### src/rtl/maze_pkg.sv
// Shared maze constants and helpers used by the maze display scanner and the cell writer.
//   MAZE_X_SIZE / MAZE_Y_SIZE : maze extent in cells
//   MAZE_BOX_SIZE             : cell edge length in pixels
//   MAZE_ROW_STRIDE           : RAM words per maze row (rows are padded to 16)
//   CELL_W / cell_t           : width and type of one stored cell value
//   cell_addr(x, y)           : RAM address of cell (x, y)
package maze_pkg;

  localparam int unsigned MAZE_X_SIZE     = 8;
  localparam int unsigned MAZE_Y_SIZE     = 6;
  localparam int unsigned MAZE_BOX_SIZE   = 20;
  localparam int unsigned MAZE_ROW_STRIDE = 16;
  localparam int unsigned CELL_W          = 3;

  typedef logic [CELL_W-1:0] cell_t;

  // Quotients of 8-bit pixels by the box size stay below 16, so the result fits in 8 bits.
  function automatic logic [7:0] cell_addr(input logic [3:0] x, input logic [3:0] y);
    return 8'(x) + 8'(y) * 8'(MAZE_ROW_STRIDE);
  endfunction

endpackage

### src/rtl/pix_to_cell_div.sv
// Per-axis pixel-to-cell converter using repeated subtraction of BOX_SIZE.
//   clk, resetn : clock and synchronous active-low reset
//   start       : load pix as the new remainder and clear the quotient
//   pix         : pixel coordinate sampled on start
//   quot        : cell index accumulated so far
//   done        : remainder is below BOX_SIZE, so quot is final
module pix_to_cell_div
  import maze_pkg::*;
#(
  parameter int unsigned BOX_SIZE = MAZE_BOX_SIZE
) (
  input  logic       clk,
  input  logic       resetn,
  input  logic       start,
  input  logic [7:0] pix,
  output logic [3:0] quot,
  output logic       done
);

  localparam logic [7:0] Box = 8'(BOX_SIZE);

  logic [7:0] rem_q, rem_d;
  logic [3:0] quot_q, quot_d;

  // Subtraction is free-running; once the remainder drops below Box it stops on its own.
  always_comb begin
    rem_d  = rem_q;
    quot_d = quot_q;
    if (start) begin
      rem_d  = pix;
      quot_d = '0;
    end else if (rem_q >= Box) begin
      rem_d  = rem_q - Box;
      quot_d = quot_q + 4'd1;
    end
  end

  always_ff @(posedge clk) begin
    if (!resetn) begin
      rem_q  <= '0;
      quot_q <= '0;
    end else begin
      rem_q  <= rem_d;
      quot_q <= quot_d;
    end
  end

  assign quot = quot_q;
  assign done = (rem_q < Box);

endmodule

### src/rtl/maze_cell_writer.sv
// Converts a pixel location into a maze cell and writes a value into the maze RAM.
//   clk, resetn          : clock and synchronous active-low reset
//   req_valid/req_ready  : write request handshake (ready only while idle)
//   x_pix, y_pix, wr_val : target pixel and value, sampled on accept
//   address, data, wren  : RAM write port; address/data hold between writes
//   done                 : one-cycle pulse when a write or a clear completes
//   err                  : one-cycle pulse when the target lies outside the maze
//   clear_start          : start a bulk clear (MAZE_WR_CLEAR_EN only)
//   clear_busy           : bulk clear sweep in progress (MAZE_WR_CLEAR_EN only)
// Optional feature macro: MAZE_WR_CLEAR_EN enables the bulk clear sweep writing CLEAR_VAL.
module maze_cell_writer
  import maze_pkg::*;
#(
  parameter int unsigned X_SIZE   = MAZE_X_SIZE,
  parameter int unsigned Y_SIZE   = MAZE_Y_SIZE,
  parameter int unsigned BOX_SIZE = MAZE_BOX_SIZE,
  parameter int unsigned DATA_W   = CELL_W
`ifdef MAZE_WR_CLEAR_EN
  ,
  parameter logic [DATA_W-1:0] CLEAR_VAL = '0
`endif
) (
  input  logic              clk,
  input  logic              resetn,
  input  logic              req_valid,
  output logic              req_ready,
  input  logic [7:0]        x_pix,
  input  logic [7:0]        y_pix,
  input  logic [DATA_W-1:0] wr_val,
  output logic [7:0]        address,
  output logic [DATA_W-1:0] data,
  output logic              wren,
  output logic              done,
  output logic              err
`ifdef MAZE_WR_CLEAR_EN
  ,
  input  logic              clear_start,
  output logic              clear_busy
`endif
);

  typedef enum logic [2:0] {
    StIdle,
    StDiv,
    StWrite,
    StErr
`ifdef MAZE_WR_CLEAR_EN
    ,
    StClear,
    StClearDone
`endif
  } state_e;

  state_e            state_q, state_d;
  logic [7:0]        addr_q, addr_d;
  logic [DATA_W-1:0] data_q, data_d;
  logic [DATA_W-1:0] val_q, val_d;

  logic       div_start;
  logic [3:0] qx, qy;
  logic       done_x, done_y;

`ifdef MAZE_WR_CLEAR_EN
  logic [3:0] cx_q, cx_d;
  logic [3:0] cy_q, cy_d;
`endif

  pix_to_cell_div #(
    .BOX_SIZE (BOX_SIZE)
  ) u_div_x (
    .clk    (clk),
    .resetn (resetn),
    .start  (div_start),
    .pix    (x_pix),
    .quot   (qx),
    .done   (done_x)
  );

  pix_to_cell_div #(
    .BOX_SIZE (BOX_SIZE)
  ) u_div_y (
    .clk    (clk),
    .resetn (resetn),
    .start  (div_start),
    .pix    (y_pix),
    .quot   (qy),
    .done   (done_y)
  );

  always_comb begin
    state_d   = state_q;
    addr_d    = addr_q;
    data_d    = data_q;
    val_d     = val_q;
    div_start = 1'b0;
    req_ready = 1'b0;
    wren      = 1'b0;
    done      = 1'b0;
    err       = 1'b0;
`ifdef MAZE_WR_CLEAR_EN
    cx_d       = cx_q;
    cy_d       = cy_q;
    clear_busy = 1'b0;
`endif
    unique case (state_q)
      StIdle: begin
        req_ready = 1'b1;
`ifdef MAZE_WR_CLEAR_EN
        // A clear takes priority; the request stays pending until the sweep ends.
        if (clear_start) begin
          state_d = StClear;
          cx_d    = '0;
          cy_d    = '0;
          addr_d  = cell_addr(4'd0, 4'd0);
          data_d  = CLEAR_VAL;
        end else
`endif
        if (req_valid) begin
          div_start = 1'b1;
          val_d     = wr_val;
          state_d   = StDiv;
        end
      end
      StDiv: begin
        if (done_x && done_y) begin
          if ((32'(qx) < X_SIZE) && (32'(qy) < Y_SIZE)) begin
            state_d = StWrite;
            addr_d  = cell_addr(qx, qy);
            data_d  = val_q;
          end else begin
            state_d = StErr;
          end
        end
      end
      StWrite: begin
        wren    = 1'b1;
        done    = 1'b1;
        state_d = StIdle;
      end
      StErr: begin
        err     = 1'b1;
        state_d = StIdle;
      end
`ifdef MAZE_WR_CLEAR_EN
      StClear: begin
        wren       = 1'b1;
        clear_busy = 1'b1;
        if (cx_q == 4'(X_SIZE - 1)) begin
          if (cy_q == 4'(Y_SIZE - 1)) begin
            // Last cell: leave address on it so it holds after the sweep.
            state_d = StClearDone;
          end else begin
            cx_d   = '0;
            cy_d   = cy_q + 4'd1;
            addr_d = cell_addr(4'd0, cy_q + 4'd1);
          end
        end else begin
          cx_d   = cx_q + 4'd1;
          addr_d = cell_addr(cx_q + 4'd1, cy_q);
        end
      end
      StClearDone: begin
        done    = 1'b1;
        state_d = StIdle;
      end
`endif
      default: state_d = StIdle;
    endcase
  end

  always_ff @(posedge clk) begin
    if (!resetn) begin
      state_q <= StIdle;
      addr_q  <= '0;
      data_q  <= '0;
      val_q   <= '0;
`ifdef MAZE_WR_CLEAR_EN
      cx_q    <= '0;
      cy_q    <= '0;
`endif
    end else begin
      state_q <= state_d;
      addr_q  <= addr_d;
      data_q  <= data_d;
      val_q   <= val_d;
`ifdef MAZE_WR_CLEAR_EN
      cx_q    <= cx_d;
      cy_q    <= cy_d;
`endif
    end
  end

  assign address = addr_q;
  assign data    = data_q;

endmodule

### config.mk
export PLATFORM = sky130hd
export DESIGN_NAME = maze_cell_writer
export DESIGN_NICKNAME = d
export VERILOG_FILES = /design/src/rtl/maze_pkg.sv /design/src/rtl/pix_to_cell_div.sv /design/src/rtl/maze_cell_writer.sv
export SDC_FILE = /design/constraint.sdc
export NUM_CORES = 1
export LEC_CHECK = 0
export CAP_MARGIN = 0
export CELL_PAD_IN_SITES_DETAIL_PLACEMENT = 0
export CELL_PAD_IN_SITES_GLOBAL_PLACEMENT = 1
export CORE_MARGIN = 2
export CORE_UTILIZATION = 30
export CTS_CLUSTER_DIAMETER = 30
export DETAILED_ROUTE_END_ITERATION = 8
export PLACE_DENSITY = 0.65
export REMOVE_ABC_BUFFERS = 1
export SLEW_MARGIN = 20
export SYNTH_ARGS = -nofsm -noshare
export SYNTH_HDL_FRONTEND = slang
export SYNTH_SLANG_ARGS = --single-unit
export TNS_END_PERCENT = 10
### constraint.sdc
create_clock -name clk -period 2.22 [get_ports clk]
set_input_delay 0.444 -clock clk [delete_from_list [all_inputs] [get_ports clk]]
set_output_delay 0.444 -clock clk [all_outputs]
set_load 0.005 [all_outputs]
Word-level counts from Yosys, hierarchy flattened
Index checks and enable logic that the tools add are counted.
{"block": "totals", "romBits": 0, "out_inout_bits": 15, "wordCells": 47, "latchBits": 0, "register_bits": 41, "ramBits": 0, "n_memories": 0}
{"block": "op_classes", "n_addsub": 5, "order_cmp": 6, "bitwise": 1, "n_eq_ne": 5, "mul": 0, "mux": 13, "div_mod_pow": 0, "reduce_logical": 9, "shifts": 0}
{"op": "2-to-1 mux 8 bit", "n": 4}
{"op": ">= comparator 8 x 5 -> 1 bit (second input constant)", "n": 2}
{"op": "< comparator 8 x 5 -> 1 bit (second input constant)", "n": 2}
{"op": "subtractor 8 x 5 -> 8 bit (second input constant)", "n": 2}
{"op": "adder 4 x 1 -> 4 bit (second input constant)", "n": 2}
{"op": "adder 4 x 8 -> 8 bit", "n": 1}
{"op": "equality test 3 x 2 -> 1 bit (second input constant)", "n": 2}
{"op": "2-to-1 mux 1 bit", "n": 6}
{"op": "2-to-1 mux 3 bit", "n": 2}
{"op": "case mux 3 bit (2 select lines)", "n": 1}
{"op": "< comparator 4 x 3 -> 1 bit (second input constant)", "n": 1}
{"op": "< comparator 4 bit (second input constant)", "n": 1}
{"op": "inequality test 2 bit (second input constant)", "n": 2}
{"op": "AND reduction 2 bit", "n": 2}
{"op": "nonzero test 2 bit", "n": 2}
{"op": "equality test 3 x 1 -> 1 bit (second input constant)", "n": 1}
{"op": "zero test 3 bit", "n": 1}
{"op": "AND reduction 3 bit", "n": 1}
{"op": "logical AND 1 bit", "n": 2}
{"op": "OR reduction 2 bit", "n": 1}
{"op": "inverter 1 bit", "n": 1}

Longest topological paths before layout
{"block": "depth", "depth_word": 5, "ltp_mapped": 8, "ltp_nobuf": 6}

Hierarchy
Synthesis repeated with hierarchy kept, for this count alone.
{"block": "hier_totals", "hier_cells": 219, "hier_area_um2": 1988.2}
{"mod": "pix_to_cell_div", "cells_per_inst": 76, "area_each_um2": 668.1, "n_inst": 2}
{"mod": "maze_cell_writer", "cells_per_inst": 67, "area_each_um2": 651.9, "n_inst": 1}

Least setup slack after synthesis
Ideal clock, no wire load.
{"block": "synth_path", "kind": "register to register", "from": "register u_div_x.rem_q[2]", "to": "register addr_q[7] (netlist: address[7])", "n_path_buf": 2, "required_time_ps": 2104, "stages_incl_launch_ff": 9, "setup_slack_ps": 389, "setup_ps": 116, "arrival_time_ps": 1716, "path_cell_list": "dfxtp_1 inv_1 ha_1 nor2b_4 or4_4 buf_6 nor3_4 buf_6 and3b_1"}
{"block": "synth_between", "elab_chain_cells": 3}
{"item": "start, declared", "line_no": "pix_to_cell_div.sv:22", "source": "logic [7:0] rem_q, rem_d;"}
{"item": "start signal, assigned", "line_no": "pix_to_cell_div.sv:43", "source": "rem_q <= rem_d;"}
{"item": "< comparator 8 x 5 -> 1 bit", "line_no": "pix_to_cell_div.sv:49", "source": "assign done = (rem_q < Box);"}
{"item": "logical AND 1 bit", "line_no": "maze_cell_writer.sv:125", "source": "if (done_x && done_y) begin"}
{"item": "AND reduction 3 bit (no line)"}
{"item": "end signal, assigned", "line_no": "maze_cell_writer.sv:183", "source": "addr_q <= addr_d;"}
{"item": "end, declared", "line_no": "maze_cell_writer.sv:55", "source": "logic [7:0] addr_q, addr_d;"}
Every way passes these cells.
A chain may end at the register's enable or synchronous reset.

Final worst setup path
{"block": "layout_path", "from": "register u_div_x.rem_q[2]", "to": "register addr_q[3] (netlist: address[3])"}
The elaborated chain is that of the path after synthesis.

==> qor.csv <==
stage,metric,value,unit
critical_path,critPathKind,flop to flop,
route,antenna_left,0,
clock_tree,cts_buffer_depth,2,
route,remaining_drc_errors,0,
synthesis,yosys.area_share.simple,27.2,%
clock_tree,cts_root_buf,clkbuf_8,
layout,fin_cells,340,
clock_tree,cts_resized,0,
global_routing,grt_pass1_wl,7450,µm
timing,hold_viol,0,
synthesis,yosysTopAreaCell,dfxtp_1,
synthesis,yosysTopAreaCellShare,41.5,%
placement,placed_area,2420,µm²
timing,setup_tns,0,ns
clock_tree,cts_setup_buffers,0,
route,via_per_inst,4.77,
route,drt-initial-drc-count,92,
timing,setup_viol,0,
critical_path,worstPathArrival,2.14,ns
synthesis,synth_most_common_cell,nand2_1,
clock_tree,postCtsHoldBufs,0,
synthesis,ys_seq_area_share,41.5,%
floorplanning,core_area,6280,µm²
synthesis,async_flop_share,0,%
floorplanning,die_h,84.2,µm
power_and_ir_drop,p_sw,1.07,mW
floorplanning,io_pins,37,
timing,relSlewSlack,71.6,%
hold_path,holdPathStages,2,
synthesis,syn_inst,224,
clock_tree,clock-sinks,40,
clock_tree,numCtsBuffers,5,
synthesis,ys_top_cells_by_area,"dfxtp_1 42%, nand2_1 8.0%, mux2i_1 6.2%",
timing,fmax,517,MHz
synthesis,synth_fa_ha_area_share,3.89,%
layout,area_growth,30.2,%
synthesis,syn_area,1930,µm²
critical_path,startpoint_type,flop,
power_and_ir_drop,pwr-share-seq,37.8,%
placement,dpl.cell_count,332,
placement,gp_congestion,0.776,
synthesis,yosys-mux-area-fraction,6.23,%
synthesis,synth_cell_types,47,
clock_tree,htreeDepth,2,
clock_tree,clk_latency,0.30,ns
route,wl,4280,µm
timing,grt_setup_unrepaired,false,
synthesis,syn_avg_cell_area,8.61,µm²
hold_path,holdCritPathClass,flop to flop,
clock_tree,tritoncts,built,
global_routing,grt_max_degree,22,
floorplanning,start_util,30.7,%
floorplanning,die-width,84.2,µm
power_and_ir_drop,clockPowerShare,17.5,%
route,num_vias,1622,
power_and_ir_drop,power.density,1100,nW/µm²
synthesis,yosysWarningCount,0,
synthesis,synth_xor_area_share,2.72,%
timing,fin_crit_sh,87.1,%
synthesis,synth-edff-count,0,
critical_path,required,2.42,ns
critical_path,path_max_fanout,10,
timing,finClkSkew,0.00957,ns
timing,period_needed,1.93,ns
global_routing,antenna_found_initial,0,
route,wl_per_cell,12.6,µm
power_and_ir_drop,combPwrFrac,44.7,%
global_routing,grt_pass1_vias,1562,
layout,diodes,0,
layout,final_layout_size_suffix_gt1_share,12.2,%
synthesis,ys_ff_latch,40,
power_and_ir_drop,power.internal,1.70,mW
placement,place_hpwl,3040,µm
synthesis,synthTopCellsByCount,"41 x nand2_1, 40 x dfxtp_1, 18 x nand3_1, 12 x mux2i_1, 11 x nor2_1",
timing,tightestPinTransition,0.421,ns
synthesis,synth_ff_type,dfxtp_1,
synthesis,synth_top_family_by_area,simple AND/OR/NAND/NOR gates,
clock_tree,clk_pin_slew_worst_paths,0.09,ns
power_and_ir_drop,max-vdd-ir-drop,0.000354,V
critical_path,ff2ff_path_depth,7,
layout,nNetsFinal,290,
floorplanning,rows,29,
route,first_pass_iters,4,
outcome,outcome,finished clean,
flow_run,cap_violations,0,
global_routing,overflow,0,
floorplanning,die-area,7090,µm²
layout,final_area,2510,µm²
global_routing,grt_use_total,13.1,%
critical_path,cp-end-kind,flop,
synthesis,synth-compound-area-share,13.5,%
power_and_ir_drop,p_leak,0.969,nW
placement,numPortBuffers,36,
timing,whs,0.459,ns
timing,slew_viol_final,0,
power_and_ir_drop,switching_share,38.6,%
==> cell usage in the layout (no fill, tap or decap), drive strengths merged, types with 2 or more instances in the layout <==
master and count:
o211ai 2, a21boi 8, clkdlybuf4s50 35, nor2b 5, a21oi 4, o31ai 5, mux2i 12, o21ai 9
or4 2, dfxtp 40, ha 6, nor3 6, xor2 4, nand2 41, buf 12, inv 4
or2 2, xnor2 2, and3b 2, clkbuf 5, nor2 11, nand3 18, o2111ai 3, clkinv 3
and3 3, a211oi 2, nor3b 2, nand4 2
==> per-stage QoR <==
step / util [%] / power (mW) / setup slack, ns
detailed placement: 38.6 / 2.30 / 0.161
global route: 40.0 / 3.00 / 0.182
finish: 40.0 / 2.77 / 0.286
CTS: 40.0 / 2.80 / 0.259
floorplan: - / 1.82 / 0.209
global placement: 38.6 / 2.30 / 0.153
==> flip-flops by register name (all words and copies together) (netlist names) <==
name and flops:
val_q 3, u_div_x.quot 4, u_div_y.rem_q 8, u_div_y.quot 4, u_div_x.rem_q 8, address 8
state_q 2, data 3
==> path summary, 6_finish.rpt <==
kind,start,to,slack [ns]
worst max-delay path,u_div_x.rem_q[2],address[3],0.29
worst min-delay path,address[2],address[2],0.46
worst max register to register,u_div_x.rem_q[2],address[3],0.29
worst min register to register,address[2],address[2],0.46
==> cell type report <==
| type | count | area, µm² |
|---|---|---|
| Clock buffer | 5 | 68.8 |
| Sequential cell | 40 | 801 |
| Multi-Input combinational cell | 164 | 1040 |
| Timing Repair Buffer | 47 | 475 |
| Fill cell | 655 | 3760 |
| Tap cell | 77 | 96.3 |
| Inverter | 4 | 15.0 |
| Clock inverter | 3 | 18.8 |
==> logic make-up after synthesis <==
family | after synthesis
compound gates | 38
xor+xnor | 6
fa+ha+maj | 6
buf+inv | 20
flops | 40
mux | 12
simple gates | 102
==> layer usage <==
layer | up-vias | GRT usage [%] | wire (µm)
li1 | 858 | - | -
met1 | 730 | 17.6 | 2150
met2 | 29 | 20.2 | 1900
met3 | 5 | 3.34 | 149
met4 | 0 | 5.28 | 77
met5 | - | 0 | 0
==> worst max-delay path, stage by stage (launching register included) <==
cell	delay, ns
dfxtp_1	0.34
inv_1	0.09
ha_1	0.23
nor2b_4	0.06
or4_4	0.45
nor3_4	0.29
buf_12	0.18
and3b_2	0.20
==> power groups by stage <==
stage	logic [mW]	clock network (mW)	registers, mW
floorplan	0.803	0	1.01
global placement	1.25	0	1.06
detailed placement	1.25	0	1.06
CTS	1.25	0.507	1.04
global route	1.39	0.531	1.08
finish	1.24	0.484	1.04
No activity file was read; power rests on OpenSTA's default activity.
==> edit: new RTL, same flow settings <==
Add a define of `MAZE_WR_CLEAR_EN`.
--- a/src/rtl/maze_cell_writer.sv
+++ b/src/rtl/maze_cell_writer.sv
@@ -10,2 +10,4 @@
 // Optional feature macro: MAZE_WR_CLEAR_EN enables the bulk clear sweep writing CLEAR_VAL.
+`define MAZE_WR_CLEAR_EN
+
 module maze_cell_writer
Interface: changed (added clear_busy and clear_start); port bits go from 37 to 39. No check against the original RTL was run, so the function may have changed too.
==> edit against the unedited design <==
Design area up 26%; sequential cell count rose by 9; critical path type is now reg -> out; wire length increased by 48%; power up 25%; synthesized area increased by 32%; cell count increased by 30%; non-clock buffer count unchanged; setup slack worse by 0.16 ns.
==> edit: results (changes against the unedited design) <==
Parameter                              Value

Status
  Status    complete, no violations

GRT
  Grt met2 use    23.26% (+3.1 points)
  First-pass GRT wire length    10740 microns (+44%)
  Met1 track demand over resource    20.81% (+3.2 points)
  Maximum number of pins on one net before global-route repair    31 (+41%)
  Met3 Track Usage GR    2.584% (-0.76 points)
  Global-route usage over all layers    14.89% (+1.8 points)

Layout
  Count of nets after finishing    368 (+27%)
  Number of antenna diodes    0 (unchanged)
  Final cell count without fillers    441 (+30%)
  Filler cells    861 (+31%)
  Fraction of layout instances using a drive strength above 1    11.01% (-1.2 points)

Pwr
  Combinational group share of total power    46.0% (+1.3 points)
  Flop+latch power    1320 uW (+27%)
  Peak ir drop on the vdd network    0.0004038 V (+14%)
  Switching component of the power    1358 uW (+27%)
  Leakage power summed over all cells    0.001202 uW (+24%)

Worst setup path
  Critical path peak fanout    9 (-1)
  Worst-path cell with the longest stage delay    dfxtp_1
  Maximum single-stage delay on the critical path    0.56 ns (+0.11 ns)
  Arrival time reported for the critical path endpoint    1.65 ns (-0.49 ns)
  Largest delay share family, worst path    buffers and inverters

Yosys
  Fraction of the mapped netlist area in adder cells    4.410% (+0.52 points)
  Cells taking the most area after synthesis    dfxtp_1 (38%), a21oi_1 (5.5%), ha_1 (4.4%), nand2_1 (4.3%), nor2_1 (4.0%)
  Synth Warn #    0 (unchanged)
  Ranking of synthesized cells by instance count    dfxtp_1 (49), nand2_1 (29), a21oi_1 (28)
  Share of flip-flops with an asynchronous set or reset    0% (unchanged)
  Count of unique library cells instantiated by Yosys    58 (+23%)
  Seq/Total Area, Yosys    38.41% (-3.1 points)
  Synth Area in Compound Gates    22.10% (+8.6 points)
  Mux cell area share after synthesis    2.401% (-3.8 points)
  Avg Synthesized Cell Area    8.657 sq um (+0.50%)
  Fraction of synthesized cell area in xor and xnor cells    4.459% (+1.7 points)

CTS
  Clock net sink count    49 (+23%)
  Clk pin slew, worst setup/hold paths    0.09 ns (about the same)
  Post-CTS setup-driven buffer insertion count    0 (unchanged)
  Post-cts sizing count    2 (+2)
  Number of buffers created by CTS    5 (unchanged)
  Clock root buffer master    clkbuf_8
  Worst-Skew Late Latency    0.31 ns
  Number of H-tree branching levels    2 (unchanged)
  Deepest clock path buffer count    2 (unchanged)

Route
  Total routed wirelength    6321 microns (+48%)
  Via Count    2218 (+37%)
  Initial DRT Pass Iterations    4 (unchanged)
  Routed length on met3    201 microns (+35%)
  WL met1    3273 microns (+52%)
  Number of DRC violations after detailed-routing iteration 0    104 (+13%)
  Routed met2 length    2761 microns (+45%)

Placement
  Final RePlAce weighted congestion    0.7651 (-1.4%)
  Pre-CTS setup slack    0.1231 ns (-0.03785 ns)
  Placed cells    434 (+31%)
  Placed inst area    3082 sq um (+27%)
  Port Buffer Count    38 (+5.6%)
  DP HPWL    4575 microns (+50%)

Timing
  Slew Limit Headroom    68.40% (-3.2 points)
  Worst Skew    0.009923 ns (+0.0003519 ns)

Hold path
  Worst min path class    reg -> reg
edit: cell count changes after synthesis, moves of 8 or more:
cell      before  now
dfxtp_1       40   49
a21oi_1        4   28
a21boi_0       8    0
nor2_1        11   27
nand3_1       18    8
nand2_1       41   29
edit: final cells by class:
type | instances | share of cell area, %
inverters | 9 | 1.066
well taps | 105 | 4.144
multi-input cells | 224 | 46.53
repair buffers | 47 | 14.52
clock buffers | 7 | 2.723
flip-flops and latches | 49 | 31.02
edit: per-stage QoR:
stage                     total power, uW  utilization [%]
after floorplan                      2416                -
after global placement               2917            37.51
after detailed placement             2936            37.51
after CTS                            3501            38.59
after global routing                 3755            38.59
final                                3457            38.59
edit: path summary, 6_finish.rpt:
kind / slack, ns / to / startpoint / cells after the start
setup reg to reg: 0.35 / address[0] / u_div_y.rem_q[2] / 7
hold / removal: 0.46 / u_div_x.rem_q[0] / u_div_x.rem_q[0] / 2
hold reg to reg: 0.46 / u_div_x.rem_q[0] / u_div_x.rem_q[0] / 2
setup / recovery: 0.13 / err / state_q[0] / 3
